File: src/rtl/clkdiv_sweep_ctrl.sv
// Sweep sequencer for the programmable clock divider: steps div_max_o from start to end,
// dwelling a set number of divided-clock toggles per value. Define CLKDIV_SWEEP_PINGPONG_EN for endless ping-pong.
//
// state | meaning
// IDLE  | divider held in reset, waiting for start
// LOAD  | one cycle, divider reset with the first value applied
// RUN   | divider running, dwell counting and stepping
// HOLD  | final value reached, divider keeps running
module clkdiv_sweep_ctrl #(
  parameter int BW = 8,
  parameter int DW = 8
) (
  input  logic          clk_i,
  input  logic          rst_i,
  input  logic          start_i,
  input  logic          abort_i,
  input  logic [BW-1:0] start_val_i,
  input  logic [BW-1:0] end_val_i,
  input  logic [BW-1:0] step_i,
  input  logic [DW-1:0] dwell_i,
  input  logic          div_clk_i,
  output logic [BW-1:0] div_max_o,
  output logic          div_rst_o,
  output logic          busy_o,
  output logic          done_o
);

  localparam logic [1:0] IDLE = 2'd0;
  localparam logic [1:0] LOAD = 2'd1;
  localparam logic [1:0] RUN  = 2'd2;
  localparam logic [1:0] HOLD = 2'd3;

  logic [1:0]    state;
  logic [BW-1:0] end_q;
  logic [BW-1:0] step_q;
  logic [DW-1:0] dwell_q;
  logic [DW-1:0] cnt;
  logic          dir_q;
  logic          div_clk_q;
  logic          tog;
  logic [BW-1:0] nxt;
`ifdef CLKDIV_SWEEP_PINGPONG_EN
  logic [BW-1:0] start_q;
  logic [BW-1:0] nxt_pp;
`endif

  // Step one increment toward target; any overshoot, carry or borrow clamps to target.
  function automatic logic [BW-1:0] next_val(input logic [BW-1:0] cur, input logic [BW-1:0] step,
                                             input logic [BW-1:0] target, input logic down);
    logic [BW:0] res;
    logic [BW:0] tgt;
    tgt = {1'b0, target};
    if (down) begin
      res = {1'b0, cur} - {1'b0, step};
      if (step == '0 || res[BW] || res < tgt) return target;
    end else begin
      res = {1'b0, cur} + {1'b0, step};
      if (step == '0 || res > tgt) return target;
    end
    return res[BW-1:0];
  endfunction

  assign tog = div_clk_i ^ div_clk_q;

  always_comb begin
    nxt = next_val(div_max_o, step_q, end_q, dir_q);
`ifdef CLKDIV_SWEEP_PINGPONG_EN
    nxt_pp = next_val(div_max_o, step_q, start_q, ~dir_q);
`endif
  end

  always_ff @(posedge clk_i or posedge rst_i) begin
    if (rst_i) begin
      state     <= IDLE;
      div_max_o <= '0;
      div_rst_o <= 1'b1;
      busy_o    <= 1'b0;
      done_o    <= 1'b0;
      cnt       <= '0;
      div_clk_q <= 1'b0;
      end_q     <= '0;
      step_q    <= '0;
      dwell_q   <= '0;
      dir_q     <= 1'b0;
`ifdef CLKDIV_SWEEP_PINGPONG_EN
      start_q   <= '0;
`endif
    end else begin
      div_clk_q <= (state == LOAD) ? 1'b0 : div_clk_i;
      done_o    <= 1'b0;
      if (abort_i) begin
        state     <= IDLE;
        div_rst_o <= 1'b1;
        busy_o    <= 1'b0;
      end else begin
        case (state)
          IDLE, HOLD: begin
            if (start_i) begin
              state     <= LOAD;
              div_max_o <= start_val_i;
              end_q     <= end_val_i;
              step_q    <= step_i;
              dwell_q   <= (dwell_i == '0) ? DW'(1) : dwell_i;
              dir_q     <= (start_val_i > end_val_i);
`ifdef CLKDIV_SWEEP_PINGPONG_EN
              start_q   <= start_val_i;
`endif
              div_rst_o <= 1'b1;
              busy_o    <= 1'b1;
            end
          end
          LOAD: begin
            state     <= RUN;
            cnt       <= '0;
            div_rst_o <= 1'b0;
          end
          RUN: begin
            if (tog) begin
              if (cnt == dwell_q - DW'(1)) begin
                cnt <= '0;
                if (div_max_o == end_q) begin
                  done_o <= 1'b1;
`ifdef CLKDIV_SWEEP_PINGPONG_EN
                  // Reverse in place: the old start becomes the new target.
                  start_q   <= end_q;
                  end_q     <= start_q;
                  dir_q     <= ~dir_q;
                  div_max_o <= nxt_pp;
`else
                  state  <= HOLD;
                  busy_o <= 1'b0;
`endif
                end else begin
                  div_max_o <= nxt;
                end
              end else begin
                cnt <= cnt + DW'(1);
              end
            end
          end
          default: state <= IDLE;
        endcase
      end
    end
  end

endmodule
File: config.mk
export PLATFORM = sky130hd
export DESIGN_NAME = clkdiv_sweep_ctrl
export DESIGN_NICKNAME = d
export VERILOG_FILES = /design/src/rtl/clkdiv_sweep_ctrl.sv
export SDC_FILE = /design/constraint.sdc
export NUM_CORES = 1
export LEC_CHECK = 0
export BUFFER_PORTS_ARGS = -buffer_cell sky130_fd_sc_hd__buf_2
export CAP_MARGIN = 20
export CORE_UTILIZATION = 54
export DETAILED_ROUTE_END_ITERATION = 6
export HOLD_SLACK_MARGIN = 0.12
export PLACE_DENSITY = 0.78
export SLEW_MARGIN = 20
export SYNTH_ARGS = -nofsm -noshare
export SYNTH_HDL_FRONTEND = slang
export SYNTH_SLANG_ARGS = --single-unit
File: constraint.sdc
create_clock -name clk_i -period 3.61 [get_ports clk_i]
set_input_delay 0 -clock clk_i [delete_from_list [all_inputs] [get_ports clk_i]]
set_output_delay 0 -clock clk_i [all_outputs]
set_load 0.05 [all_outputs]
==> out/qor.csv, run 1 <==
stage,metric,value,unit
status,status,"finished, violations left",
status,violations,setup timing,
sta,worst_pin_slew,0.840,ns
clock_network,root_buffer,clkbuf_8,
synth,synth_cells,431,
detailed_routing,ant_nets,0,
sta,hold_viol,0,
critical_path,crit_slowest_cell,dfrtp_2,
critical_path,cp.arrival,3.88,ns
sta,skew,0.0104,ns
global_route,grt_pass1_vias,3666,
clock_network,cts_sinks,47,
placement,io_buffers,47,
floorplanning,die_h,87.5,microns
critical_path,reg2reg_to,div_max_o[7],
clock_network,clockBufferDepth,2,
clock_network,path_clk_slew,0.10,ns
placement,postPlaceCellArea,4410,sq um
detailed_routing,vias,3805,
sta,slew_viol_final,0,
sta,min_period,3.69,ns
global_route,grt_pass1_wl,16600,microns
sta,rsz0062_at_grt,true,
global_route,grt_max_degree,48,
final_layout,num-nets-final,617,
sta,fin_ws,-0.0820,ns
synth,synth_top_cell_area_share,0.291,
hold_path,hold_start,start_val_i[5],
detailed_routing,drtIter0Drc,358,
critical_path,r2r_slack,-0.08,ns
synth,synth.area.top_cells,"dfrtp_1 29%, ha_1 14%, mux2_2 5.4%",
critical_path,crit_buf_inv,2,
floorplanning,chipWidth,87.5,microns
placement,dp.cells,574,
placement,dp_hpwl,7510,microns
synth,synth-edff-count,0,
critical_path,crit_top_cell,nor2_1,
hold_path,holdPathEnd,div_max_o[5],
synth,async_reset_ff_frac,1.00,
detailed_routing,dr.pass1.iters,5,
detailed_routing,vias_per_cell,6.02,
floorplanning,initial_utilization,0.569,
synth,syn_area,3950,sq um
critical_path,cp.required,3.80,ns
final_layout,layoutNonFillerInstCount,632,
synth,ys_seq_area_frac,0.298,
floorplanning,ioPinCount,48,
job,drv_cap,0,
final_layout,synthToLayoutAreaGrowth,28.9,%
critical_path,reg2reg_depth,18,
critical_path,max_stage_delay,0.45,ns
critical_path,cp-start-kind,flop,
hold_path,hold_path.class,input pin to flop,
detailed_routing,wl_met2,5570,microns
synth,yosysWarnings,0,
synth,ys_types,69,
detailed_routing,wirelength,11000,microns
clock_network,clock_latency,0.30,ns
sta,setup_tns,-0.0838,ns
final_layout,fill_cells,492,
critical_path,r2r_start,div_max_o[0],
synth,yosys_register_bits,47,
clock_network,cts_buffers,5,
synth,avgSynthCellArea,9.17,sq um
critical_path,endpoint_kind,flop,
clock_network,htree_num_levels,2,
critical_path,critPathLaunch,div_max_o[0],
hold_path,min_delay_path_depth,5,
floorplanning,die-area,7660,sq um
critical_path,path_delay_family,compound AO/OA/AOI/OAI gates,
global_route,grt-ovfl-total,0,
sta,fmax,0.271,GHz
critical_path,path_class,flop to flop,
sta,setup_viol,2,
placement,gp_congestion,0.932,
floorplanning,std_cell_rows,30,
floorplanning,core_area,6940,sq um
final_layout,drive_gt1_frac,0.289,
synth,synth.largest_area_cell,dfrtp_1,
critical_path,cp_max_fo,3,
clock_network,cts_tree,yes,
detailed_routing,routed.top_layer,met4,
critical_path,path_cells,"inv_2, ha_2, inv_1, fa_2, a211oi_2, nor2_2, nor2_1, nor2_1, nor2_1, xnor2_1, ha_2, o21ai_1, nand2b_1, o2111ai_2, a211o_1, a2111oi_4, o2bb2ai_1, mux2_4",
detailed_routing,wl_met3,576,microns
global_route,grt_antenna_before_repair,0,
synth,synth_flop_cell,dfrtp_1,
synth,synth.most_common_cell,dfrtp_1,
sta,relSlewSlack,0.440,
detailed_routing,drc,0,
detailed_routing,m1WireLength,4520,microns
synth,synth_common_cells,"46 x dfrtp_1, 43 x ha_1, 36 x inv_1, 31 x nand2_1, 23 x o21ai_0",
final_layout,diodes,0,
synth,syn_nets,513,
sta,min_period_over_period,1.02,
critical_path,crit_cells,18,
global_route,grtUsageTotal,0.280,
detailed_routing,post_drt_wl_per_cell,17.5,microns
final_layout,finalInstanceArea,5090,sq um
[tightest hold or removal path: stages]
cell and delay, ns:
buf_2 0.10, nand2_1 0.06, o41ai_1 0.06, a31oi_1 0.06, mux2i_1 0.13
[layout by cell type, fill, tap and decap left out, types with 19 or more instances in the layout]
cell / instances
o21ai_0: 21
dlygate4sd3_1: 33
buf_2: 47
nand2_1: 30
buf_4: 31
inv_1: 34
dfrtp_1: 39
nor2_1: 21
mux2_2: 19
ha_1: 38
[state kept, by name, indices dropped and copies added (netlist names)]
signal     cells
state          2
done_o         1
div_clk_q      1
dwell_q        8
busy_o         1
div_max_o      8
cnt            8
div_rst_o      1
step_q         8
dir_q          1
end_q          8
[per-stage QoR]
stage	hold slack, ns	setup WS (ns)	util
3_5_place_dp	0.238	-0.0760	0.634
3_3_place_gp	0.233	0.0961	0.634
6_report	0.160	-0.0820	0.733
5_1_grt	0.180	-0.202	0.733
2_1_floorplan	0.130	-0.00946	-
4_1_cts	0.137	-0.0157	0.708
[cells by family after synthesis]
group                    after synthesis  share of synthesized area
flip-flops                            47                      0.298
AND/OR/NAND/NOR                      128                      0.172
multiplexers                          28                     0.0779
buffers and inverters                 52                     0.0497
adder cells (fa/ha/maj)               45                      0.146
AO/OA/AOI/OAI                        103                      0.194
XOR/XNOR                              28                     0.0621
[final cells by class]
cell class,instances,area (sq um),area share
clock buffers,8,100,0.0197
inverters,38,144,0.0283
multi-input cells,332,2740,0.539
flip-flops and latches,47,1190,0.233
well taps,96,120,0.0236
repair buffers,111,798,0.157
[per-layer routing]
metal	vias to the layer above	track usage
li1	1763	-
met3	49	0.0358
met5	-	0
met1	1828	0.340
met2	165	0.500
met4	0	0.118
[worst max-delay path by stage]
stage	to	slack (ns)
after global routing	div_max_o[7]	-0.20
after global placement	div_max_o[7]	0.1
after floorplan	div_max_o[7]	-0.009
after detailed placement	div_max_o[7]	-0.08
after CTS	div_max_o[7]	-0.02
final	div_max_o[7]	-0.08
[repair_timing]
item | 4_1_cts | 5_1_grt
resized for setup | 4 | 24
pin swaps | 3 | 11
endpoints found under the hold margin | 80 | 0
hold buffers | 33 | 0
endpoints found under the setup margin | 2 | 8
buffers inserted | 10 | 7
Power of run 1 is left out: the tool's default activity adds up to more than one toggle a clock period on the data nets, which glitch-free logic cannot reach.
==> run 2: changes to the inputs <==
CELL_PAD_IN_SITES_DETAIL_PLACEMENT = 1   (was unset)
CELL_PAD_IN_SITES_GLOBAL_PLACEMENT = 1   (was unset)
CORE_UTILIZATION = 41   (was 54)
PLACE_DENSITY = 0.8   (was 0.78)
SETUP_SLACK_MARGIN = 0.15   (was unset)
==> run 2 against run 1 <==
  * The flow still finishes with violations (setup timing)
  * Hold slack worse by 0.0012 ns
  * Design area is 0.44% higher
  * Critical path depth is 4 lower
  * Clock-buffer cell count is 3 lower
  * Clock skew is 0.0015 ns lower
  * Global-route usage is 1.5 points lower
==> out/qor.csv, run 2 (synthesis results as in run 1) <==
stage,metric,value,unit
sta,min_period_over_period,1.01,
hold_path,hold_path.class,input pin to flop,
placement,gp_congestion,0.894,
sta,slew_viol_final,0,
detailed_routing,post_drt_wl_per_cell,19.0,microns
critical_path,path_class,flop to flop,
sta,fmax,0.273,GHz
final_layout,synthToLayoutAreaGrowth,29.4,%
clock_network,path_clk_slew,0.10,ns
global_route,grt_pass1_wl,20600,microns
placement,postPlaceCellArea,4480,sq um
floorplanning,initial_utilization,0.426,
final_layout,num-nets-final,616,
status,violations,setup timing,
detailed_routing,drtIter0Drc,140,
global_route,grt_antenna_before_repair,0,
sta,min_period,3.66,ns
clock_network,cts_buffers,5,
placement,dp_hpwl,9130,microns
final_layout,finalInstanceArea,5110,sq um
final_layout,layout_commonest_cell,buf_2,
critical_path,cp.arrival,3.86,ns
final_layout,diodes,0,
detailed_routing,vias,3702,
sta,fin_ws,-0.0492,ns
detailed_routing,drc,0,
final_layout,fill_cells,1104,
detailed_routing,vias_per_cell,5.58,
status,status,"finished, violations left",
clock_network,htree_num_levels,2,
floorplanning,die-area,10000,sq um
sta,relSlewSlack,0.434,
detailed_routing,ant_nets,0,
global_route,grt_pass1_vias,4024,
detailed_routing,routed.top_layer,met4,
clock_network,root_buffer,clkbuf_8,
detailed_routing,wl_met3,316,microns
clock_network,cts_tree,yes,
sta,rsz0062_at_grt,true,
clock_network,clockBufferDepth,2,
final_layout,final_cell_mix,"47 x buf_2, 41 x ha_1, 39 x dfrtp_1",
sta,setup_viol,2,
detailed_routing,dr.pass1.iters,4,
critical_path,cp.required,3.81,ns
placement,io_buffers,47,
detailed_routing,m1WireLength,5340,microns
floorplanning,ioPinCount,48,
floorplanning,std_cell_rows,35,
critical_path,cp_max_fo,4,
floorplanning,die_h,100,microns
critical_path,cp-start-kind,flop,
floorplanning,core_area,9280,sq um
clock_network,clock_latency,0.31,ns
critical_path,endpoint_kind,flop,
global_route,grt-ovfl-total,0,
final_layout,drive_gt1_frac,0.267,
global_route,grtUsageTotal,0.265,
sta,worst_pin_slew,0.850,ns
global_route,grt_max_degree,48,
job,drv_cap,0,
clock_network,cts_sinks,47,
sta,skew,0.00886,ns
detailed_routing,wl_met2,6590,microns
floorplanning,chipWidth,100,microns
detailed_routing,wirelength,12600,microns
sta,hold_viol,0,
## run 2: final cells by class
type                    instances  area [sq um]  area share
multi-input cells             332          2680       0.525
flip-flops and latches         47          1190       0.232
repair buffers                110           803       0.157
well taps                     129           161      0.0316
inverters                      38           144      0.0281
clock buffers                   5          68.8      0.0135
clock inverters                 3          67.6      0.0132
## run 2: worst max-delay path: stages (launching register included)
cell and delay (ns):
dfrtp_2 0.45, ha_4 0.18, fa_2 0.34, nor2b_4 0.14
o2111ai_2 0.18, nand2_1 0.09, xnor2_1 0.14, ha_1 0.30
and3_4 0.19, nand4_1 0.13, a221o_1 0.37, a311o_1 0.35
a2111oi_2 0.31, o2bb2ai_1 0.08, mux2_1 0.29
## run 2: metal layers
metal	track usage	vias to the layer above
li1	-	1766
met1	0.315	1845
met2	0.481	64
met3	0.0369	27
met4	0.103	0
met5	0	-
## run 2: path summary, 6_finish.rpt
| kind | startpoint | endpoint | slack, ns | cells after the start |
|---|---|---|---|---|
| worst min-delay path | start_val_i[1] | div_max_o[1] | 0.16 | 3 |
| worst max register to register | step_q[0] | div_max_o[7] | -0.05 | 14 |
| worst min register to register | div_rst_o | div_rst_o | 0.51 | 2 |
| worst max-delay path | step_q[0] | div_max_o[7] | -0.05 | 14 |
| min in group asynchronous | rst_i | dir_q | 0.39 | 3 |
| max in group asynchronous | rst_i | div_max_o[2] | 2.65 | 3 |
## run 2: timing repair
item	CTS	global route
gates cloned	0	0
hold buffers	33	0
resized for setup	13	4
endpoints found under the setup margin	8	8
pin swaps	6	8
hold endpoints to repair	80	0
setup buffers	7	5
## run 2: metrics by stage
stage                     cells  setup slack [ns]  hold slack (ns)  setup TNS, ns   util
after floorplan             431          -0.00946            0.130       -0.00946      -
after global placement      611           0.00372            0.233              0  0.482
after detailed placement    611            -0.178            0.240         -0.396  0.482
after CTS                   659          -0.00958            0.141       -0.00958  0.544
after global routing        664            -0.230            0.199          -1.05  0.551
final                       664           -0.0492            0.159        -0.0644  0.551
Power of run 2 is left out for the same reason.
